--- src/rtl/alu.sv ---
// Registered ALU: sixteen operations on two unsigned WIDTH-bit operands.
// The result and the carry of A+B are captured on every rising clock edge,
// giving one cycle of latency and one operation per cycle. Reset is
// synchronous and active-low, and it clears both output registers.
module alu #(
  parameter int WIDTH = 8
) (
  input  logic             clk,
  input  logic             rst_n,
  input  logic [WIDTH-1:0] A,
  input  logic [WIDTH-1:0] B,
  input  logic [3:0]       ALU_Sel,
  output logic [WIDTH-1:0] ALU_Out,
  output logic             CarryOut
);

  // Operation encodings
  localparam logic [3:0] OP_ADD  = 4'b0000;
  localparam logic [3:0] OP_SUB  = 4'b0001;
  localparam logic [3:0] OP_MUL  = 4'b0010;
  localparam logic [3:0] OP_DIV  = 4'b0011;
  localparam logic [3:0] OP_SHL  = 4'b0100;
  localparam logic [3:0] OP_SHR  = 4'b0101;
  localparam logic [3:0] OP_ROL  = 4'b0110;
  localparam logic [3:0] OP_ROR  = 4'b0111;
  localparam logic [3:0] OP_AND  = 4'b1000;
  localparam logic [3:0] OP_OR   = 4'b1001;
  localparam logic [3:0] OP_XOR  = 4'b1010;
  localparam logic [3:0] OP_NOR  = 4'b1011;
  localparam logic [3:0] OP_NAND = 4'b1100;
  localparam logic [3:0] OP_XNOR = 4'b1101;
  localparam logic [3:0] OP_GT   = 4'b1110;
  localparam logic [3:0] OP_EQ   = 4'b1111;

  logic [WIDTH:0]   sum_full;   // A+B with the carry bit kept
  logic [WIDTH-1:0] result;     // next value of ALU_Out
  logic [WIDTH-1:0] quotient;   // A/B, all-ones when B is zero

  // The carry always comes from the extended sum, whatever ALU_Sel says
  assign sum_full = {1'b0, A} + {1'b0, B};

  // Division by zero saturates to all-ones instead of being left undefined
  always_comb begin
    quotient = '1;
    if (B != '0) begin
      quotient = A / B;
    end
  end

  // Select the result of the requested operation
  always_comb begin
    result = '0;
    case (ALU_Sel)
      OP_ADD:  result = sum_full[WIDTH-1:0];
      OP_SUB:  result = A - B;
      OP_MUL:  result = A * B;
      OP_DIV:  result = quotient;
      OP_SHL:  result = {A[WIDTH-2:0], 1'b0};
      OP_SHR:  result = {1'b0, A[WIDTH-1:1]};
      OP_ROL:  result = {A[WIDTH-2:0], A[WIDTH-1]};
      OP_ROR:  result = {A[0], A[WIDTH-1:1]};
      OP_AND:  result = A & B;
      OP_OR:   result = A | B;
      OP_XOR:  result = A ^ B;
      OP_NOR:  result = ~(A | B);
      OP_NAND: result = ~(A & B);
      OP_XNOR: result = ~(A ^ B);
      OP_GT:   result = {{(WIDTH-1){1'b0}}, (A > B)};
      OP_EQ:   result = {{(WIDTH-1){1'b0}}, (A == B)};
      default: result = '0;
    endcase
  end

  // Output registers; a low rst_n discards the operation at this edge
  always_ff @(posedge clk) begin
    if (!rst_n) begin
      ALU_Out  <= '0;
      CarryOut <= 1'b0;
    end else begin
      ALU_Out  <= result;
      CarryOut <= sum_full[WIDTH];
    end
  end

endmodule

--- config.mk ---
export PLATFORM = sky130hd
export DESIGN_NAME = alu
export DESIGN_NICKNAME = d
export VERILOG_FILES = /design/src/rtl/alu.sv
export SDC_FILE = /design/constraint.sdc
export NUM_CORES = 1
export LEC_CHECK = 0
export CAP_MARGIN = 30
export CORE_MARGIN = 2
export CORE_UTILIZATION = 55
export DETAILED_ROUTE_END_ITERATION = 10
export PLACE_DENSITY = 0.76
export SKIP_LAST_GASP = 1
export SLEW_MARGIN = 20
export SYNTH_ARGS = -nofsm -noshare
export SYNTH_HDL_FRONTEND = slang
export SYNTH_SLANG_ARGS = --single-unit
--- constraint.sdc ---
create_clock -name clk -period 25 [get_ports clk]
set_input_delay 5 -clock clk [delete_from_list [all_inputs] [get_ports clk]]
set_output_delay 5 -clock clk [all_outputs]
set_load 0.05 [all_outputs]
==> PnR_summary.wiki, run 1 <==
{| class="wikitable"
! Metric !! Value
|-
| Status || completed
|-
| Height of the die || 91.5 µm
|-
| Cell taking the most area after synthesis || ha_1
|-
| Final Max Tran Viols || 0
|-
| Final hold slack || 5.52 ns
|-
| Hold WC Path Type || input port to register
|-
| Endpoint arrival time on the critical path || 16.61 ns
|-
| Global-route wire length before repair || 20700 µm
|-
| Count of input and output buffers || 30
|-
| Via density per instance || 6.36
|-
| Maximum number of pins on one net before global-route repair || 50
|-
| Post-synth EDFFs || 0
|-
| Post-route DRC violation count || 0
|-
| Classification of the worst setup path || input port to register
|-
| Longest individual stage delay on the worst path || 0.63 ns
|-
| Number of warnings printed during yosys synthesis || 0
|-
| Seq/Total Area, Yosys || 4.27%
|-
| Post-Place Setup Slack || 8.41 ns
|-
| GRT Total Usage || 30.4%
|-
| Static Leak || 0.00213 µW
|-
| Total of endpoints with negative setup slack in the final report || 0
|-
| Top-count cell post-synth || ha_1
|-
| Post-DP HPWL || 9950 µm
|-
| Global route total overflow || 0
|-
| Via count of the first global-routing pass || 4181
|-
| Die W || 91.5 µm
|-
| Share of layout cells above drive strength 1 || 4.28%
|-
| Post-Place Cells || 678
|-
| Worst path setup slack after routing || 8.51 ns
|-
| Endpoint required time on the critical path || 25.12 ns
|-
| Post-synth top area share || 23.4%
|-
| Quantity of gates resized following cts || 0
|-
| Die area || 0.00838 mm²
|-
| Initial antenna violation count || 0
|-
| Area of the mapped netlist || 0.00422 mm²
|-
| H-tree Lvls || 1
|-
| Max-cap violations || 0
|-
| WL final || 12600 µm
|-
| Top area cells in the synthesized netlist || ha_1 (23%), fa_1 (6.6%), nor2_1 (6.3%)
|-
| Starting Density || 57.5%
|-
| Clock tree from TritonCTS || done
|-
| Total clock buffers created by CTS || 3
|-
| Clock transition at the registers of the reported paths || 0.05 ns
|-
| Syn Inst Count || 572
|-
| Number of top-level pins || 31
|-
| Count of antenna-violating nets left after detailed routing || 0
|-
| Number of core rows || 31
|-
| Net count of the finished layout || 700
|-
| Yosys reg bits || 9
|-
| Iteration-0 DRC Markers || 303
|-
| Maximum clock frequency || 0.0607 GHz
|-
| Largest buffer count on any clock path || 2
|-
| Post-route core utilization || 63.0%
|-
| Number of nets produced by synthesis || 687
|-
| Final min period || 16.49 ns
|-
| CP Capture Type || register
|-
| Area Overhead vs Synth || 9.59%
|-
| Post-CTS Setup Bufs || 0
|-
| Max transition margin || 33.5%
|-
| Number of distinct library cell variants in the gate-level netlist after synthesis || 64
|-
| Number of hold buffers added after cts || 0
|-
| Clock sink count || 9
|-
| Weighted congestion reported at the end of routability-driven placement || 1.01
|-
| Top cells by count, synth || ha_1 (79), nor2_1 (71), inv_1 (54)
|-
| Routed wirelength normalized by instance count || 18.4 µm
|-
| Drt pass-1 iters || 5
|-
| Core area || 0.00733 mm²
|-
| Aggregate negative setup slack || 0 ns
|-
| Top flip-flop cell by instance count after synthesis || dfxtp_1
|-
| Type of origin of the critical path || input port
|-
| Crit-path most repeated cell || a21oi_1
|-
| CTS root buf || clkbuf_8
|-
| Worst-case vdd ir drop || 16.1 µV
|-
| Number of cells in the finished layout apart from fillers || 683
|-
| Power density over the cells || 36.1 mW/mm²
|-
| Critical-path top delay cell || clkdlybuf4s50_1
|-
| Number of hold-slack violations in the final timing report || 0
|-
| Via count || 4343
|-
| Slew @ Worst Pin || 0.994 ns
|-
| Avg Cell Area, Syn || 7.37 µm²
|-
| Critical Path Source || B[7]
|-
| Critical hold path startpoint || rst_n
|-
| Inserted Diodes || 0
|-
| Critical-path maximum fanout || 11
|-
| Share of async-settable or async-resettable flops after synthesis || 0%
|-
| Unrepaired setup endpoints after global routing || no
|-
| Share of the cycle needed by the critical path after routing || 65.9%
|}
==> layer usage <==
layer	global-route usage (%)	part of all wire, %	vias to the layer above
li1	-	-	2066
met1	40.0	42	2010
met2	51.2	46	219
met3	2.66	7.8	48
met4	11.6	4.1	0
met5	0	0	-
==> cell type report <==
class / count / area, µm²
fill: 671 / 2710
tap: 99 / 124
sequential: 9 / 180
timing repair buffer: 32 / 325
multi-input combinational: 484 / 3740
clock buffer: 4 / 45.0
inverter: 55 / 206
==> power by group <==
group	switching [µW]	total [µW]	internal (µW)
Sequential	0.420	16.3	15.8
Clock	6.76	17.9	11.2
Combinational	76.6	133	56.1
Total	83.8	167	83.1
==> logic make-up (layout without fill, tap and decap cells) <==
logic type | after synthesis | count (layout) | share of synthesized area [%]
AO/OA/AOI/OAI | 160 | 160 | 25.7
XOR/XNOR | 39 | 39 | 8.10
adder cells (fa/ha/maj) | 93 | 93 | 30.1
buffers and inverters | 79 | 91 | 7.03
flip-flops | 9 | 9 | 4.27
multiplexers | 25 | 25 | 6.44
AND/OR/NAND/NOR | 167 | 167 | 18.3
==> layout by cell type, fill, tap and decap left out, types with 10 or more instances in the layout <==
| cell | n |
|---|---|
| xor2_1 | 11 |
| o22ai_1 | 10 |
| a21o_1 | 12 |
| xnor2_1 | 28 |
| nand2_1 | 37 |
| inv_1 | 54 |
| fa_1 | 14 |
| ha_1 | 79 |
| clkdlybuf4s50_1 | 29 |
| mux2i_1 | 14 |
| a21oi_1 | 41 |
| nor3_1 | 19 |
| nor2_1 | 71 |
| o21ai_0 | 27 |
| a211oi_1 | 10 |
| nand2b_1 | 11 |
==> registers in the layout (all words and copies together), names as in the netlist <==
register and flops:
ALU_Out 8, CarryOut 1
==> stage by stage <==
stage	instance area, µm²	total power, µW
6_report	4620	167
5_1_grt	4620	182
4_1_cts	4600	165
3_5_place_dp	4560	146
3_3_place_gp	4540	143
2_1_floorplan	4220	113
==> worst max-delay path: cells and delay by family <==
| family | cells | cell delay (ns) |
|---|---|---|
| AOI/OAI and AO/OA | 24 | 5.67 |
| adders and majority gates | 7 | 2.17 |
| and+or+nand+nor | 11 | 1.88 |
| muxes | 3 | 1.08 |
| buffers and inverters | 2 | 0.80 |
==> path summary, 6_finish.rpt <==
kind	to	slack, ns	cells after the start
hold / removal	ALU_Out[4]$_SDFF_PN0_	5.52	3
setup / recovery	ALU_Out[0]$_SDFF_PN0_	8.51	47
Power figures use the tool's default switching activity.
==> inputs of run 2 (changes only) <==
--- a/config.mk
+++ b/config.mk
@@ -9,7 +9,7 @@
 export CORE_MARGIN = 2
 export CORE_UTILIZATION = 55
 export DETAILED_ROUTE_END_ITERATION = 10
-export PLACE_DENSITY = 0.76
+export PLACE_DENSITY = 0.79
 export SKIP_LAST_GASP = 1
 export SLEW_MARGIN = 20
 export SYNTH_ARGS = -nofsm -noshare
==> constraint.sdc (replaced) <==
create_clock -name clk -period 13.3 [get_ports clk]
set_input_delay 2.66 -clock clk [delete_from_list [all_inputs] [get_ports clk]]
set_output_delay 2.66 -clock clk [all_outputs]
set_load 0.05 [all_outputs]
==> PnR_summary.wiki, run 2 (same netlist as run 1, synthesis figures left out) <==
{| class="wikitable"
! Metric !! Value
|-
| Status || completed
|-
| Share of layout cells above drive strength 1 || 9.27%
|-
| Inserted Diodes || 0
|-
| Hold WC Path Type || input port to register
|-
| Commonest non-fill, non-tap cell in the layout || ha_1
|-
| Critical-path maximum fanout || 7
|-
| Worst path setup slack after routing || 0.658 ns
|-
| Clock transition at the registers of the reported paths || 0.05 ns
|-
| Clock tree from TritonCTS || done
|-
| Static Leak || 0.00224 µW
|-
| Critical-path top delay cell || clkdlybuf4s50_1
|-
| Area Overhead vs Synth || 14.8%
|-
| H-tree Lvls || 1
|-
| WL final || 13300 µm
|-
| Count of input and output buffers || 30
|-
| Net count of the finished layout || 720
|-
| Critical hold path startpoint || rst_n
|-
| Weighted congestion reported at the end of routability-driven placement || 1.03
|-
| Via count || 4412
|-
| Via density per instance || 6.28
|-
| Number of top-level pins || 31
|-
| Global route total overflow || 0
|-
| Classification of the worst setup path || input port to register
|-
| Max-cap violations || 0
|-
| Height of the die || 91.5 µm
|-
| Max transition margin || 37.3%
|-
| Endpoint arrival time on the critical path || 12.81 ns
|-
| Power density over the cells || 67.3 mW/mm²
|-
| Die W || 91.5 µm
|-
| Top library cells by usage in the layout, fill and taps aside || ha_1 (79), nor2_1 (70), inv_1 (54)
|-
| Final hold slack || 3.17 ns
|-
| Maximum number of pins on one net before global-route repair || 50
|-
| Iteration-0 DRC Markers || 404
|-
| Number of hold buffers added after cts || 0
|-
| Placed cell areas || 0.00466 mm²
|-
| Share of the cycle needed by the critical path after routing || 95.1%
|-
| Register with the most flip-flops || ALU_Out
|-
| Post-Place Cells || 692
|-
| Global-route wire length before repair || 21000 µm
|-
| CP Capture Type || register
|-
| Core area || 0.00733 mm²
|-
| Routed wirelength normalized by instance count || 18.9 µm
|-
| Crit-path most repeated cell || ha_1
|-
| Critical Path Source || B[7]
|-
| Count of antenna-violating nets left after detailed routing || 0
|-
| Worst-case vdd ir drop || 37.3 µV
|-
| CTS root buf || clkbuf_8
|-
| Clock sink count || 9
|-
| Initial antenna violation count || 0
|-
| Starting Density || 57.5%
|-
| Drt pass-1 iters || 5
|-
| Flip-flop count of the largest register after layout || 8
|-
| Longest individual stage delay on the worst path || 0.46 ns
|-
| Via count of the first global-routing pass || 4223
|-
| Post-DP HPWL || 10200 µm
|-
| Endpoint required time on the critical path || 13.47 ns
|-
| Final Max Tran Viols || 0
|-
| Cell area after layout || 0.00484 mm²
|-
| Number of hold-slack violations in the final timing report || 0
|-
| Maximum clock frequency || 0.0791 GHz
|-
| Type of origin of the critical path || input port
|-
| Slew @ Worst Pin || 0.938 ns
|-
| Number of cells in the finished layout apart from fillers || 703
|-
| Total clock buffers created by CTS || 3
|-
| Total of endpoints with negative setup slack in the final report || 0
|-
| GRT Total Usage || 31.3%
|-
| Post-route DRC violation count || 0
|-
| Final min period || 12.64 ns
|-
| Number of core rows || 31
|-
| Biggest registers after layout || ALU_Out (8), CarryOut (1)
|-
| Largest buffer count on any clock path || 2
|-
| Post-Place Setup Slack || 0.0542 ns
|-
| Aggregate negative setup slack || 0 ns
|-
| Die area || 0.00838 mm²
|}
-- run 2: cell types whose count changed in the layout (fill, tap and decap cells not counted), sizes merged --
| cell | before | now |
|---|---|---|
| clkbuf | 4 | 5 |
| buf | 3 | 22 |
-- run 2: stage by stage --
stage | power, µW | utilization, %
detailed placement | 279 | 63.5
CTS | 312 | 64.1
global placement | 275 | 63.5
floorplan | 212 | -
global route | 350 | 66.0
finish | 326 | 66.0
-- run 2: area by class of cell --
cell class	count	area (µm²)
repair buffers	52	468
multi-input cells	484	3820
inverters	55	206
well taps	99	124
flip-flops and latches	9	180
fillers	660	2490
clock buffers	4	45.0
-- run 2: per-layer routing --
| metal | vias to the layer above | routed length, µm | track usage [%] |
|---|---|---|---|
| met5 | - | 0 | 0 |
| met4 | 0 | 469 | 12.0 |
| met3 | 35 | 1020 | 2.90 |
| met2 | 222 | 6220 | 54.0 |
| met1 | 2044 | 5580 | 40.1 |
| li1 | 2111 | - | - |
-- run 2: worst max-delay path: cells and delay by family --
| family | cells | cell delay, ns |
|---|---|---|
| simple gates | 10 | 2.04 |
| compound gates | 22 | 3.82 |
| fa+ha+maj | 7 | 2.16 |
| buf+inv | 5 | 1.05 |
| mux | 3 | 1.07 |
-- run 2: report_power, final --
group | switching (µW) | leakage, µW | internal [µW] | total [µW]
Sequential | 0.716 | 0.0000745 | 29.8 | 30.5
Clock | 11.9 | 0.0000228 | 21.0 | 32.8
Combinational | 150 | 0.00214 | 112 | 263
Total | 163 | 0.00224 | 163 | 326
-- run 2: path summary, 6_finish.rpt --
check	endpoint	depth (start not counted)
hold / removal	ALU_Out[4]$_SDFF_PN0_	3
setup / recovery	ALU_Out[0]$_SDFF_PN0_	47
-- run 2: repair_timing --
item	in CTS	in global routing
buffers inserted	0	6
resized for setup	0	14
endpoints found under the setup margin	0	1
hold endpoints to repair	0	0
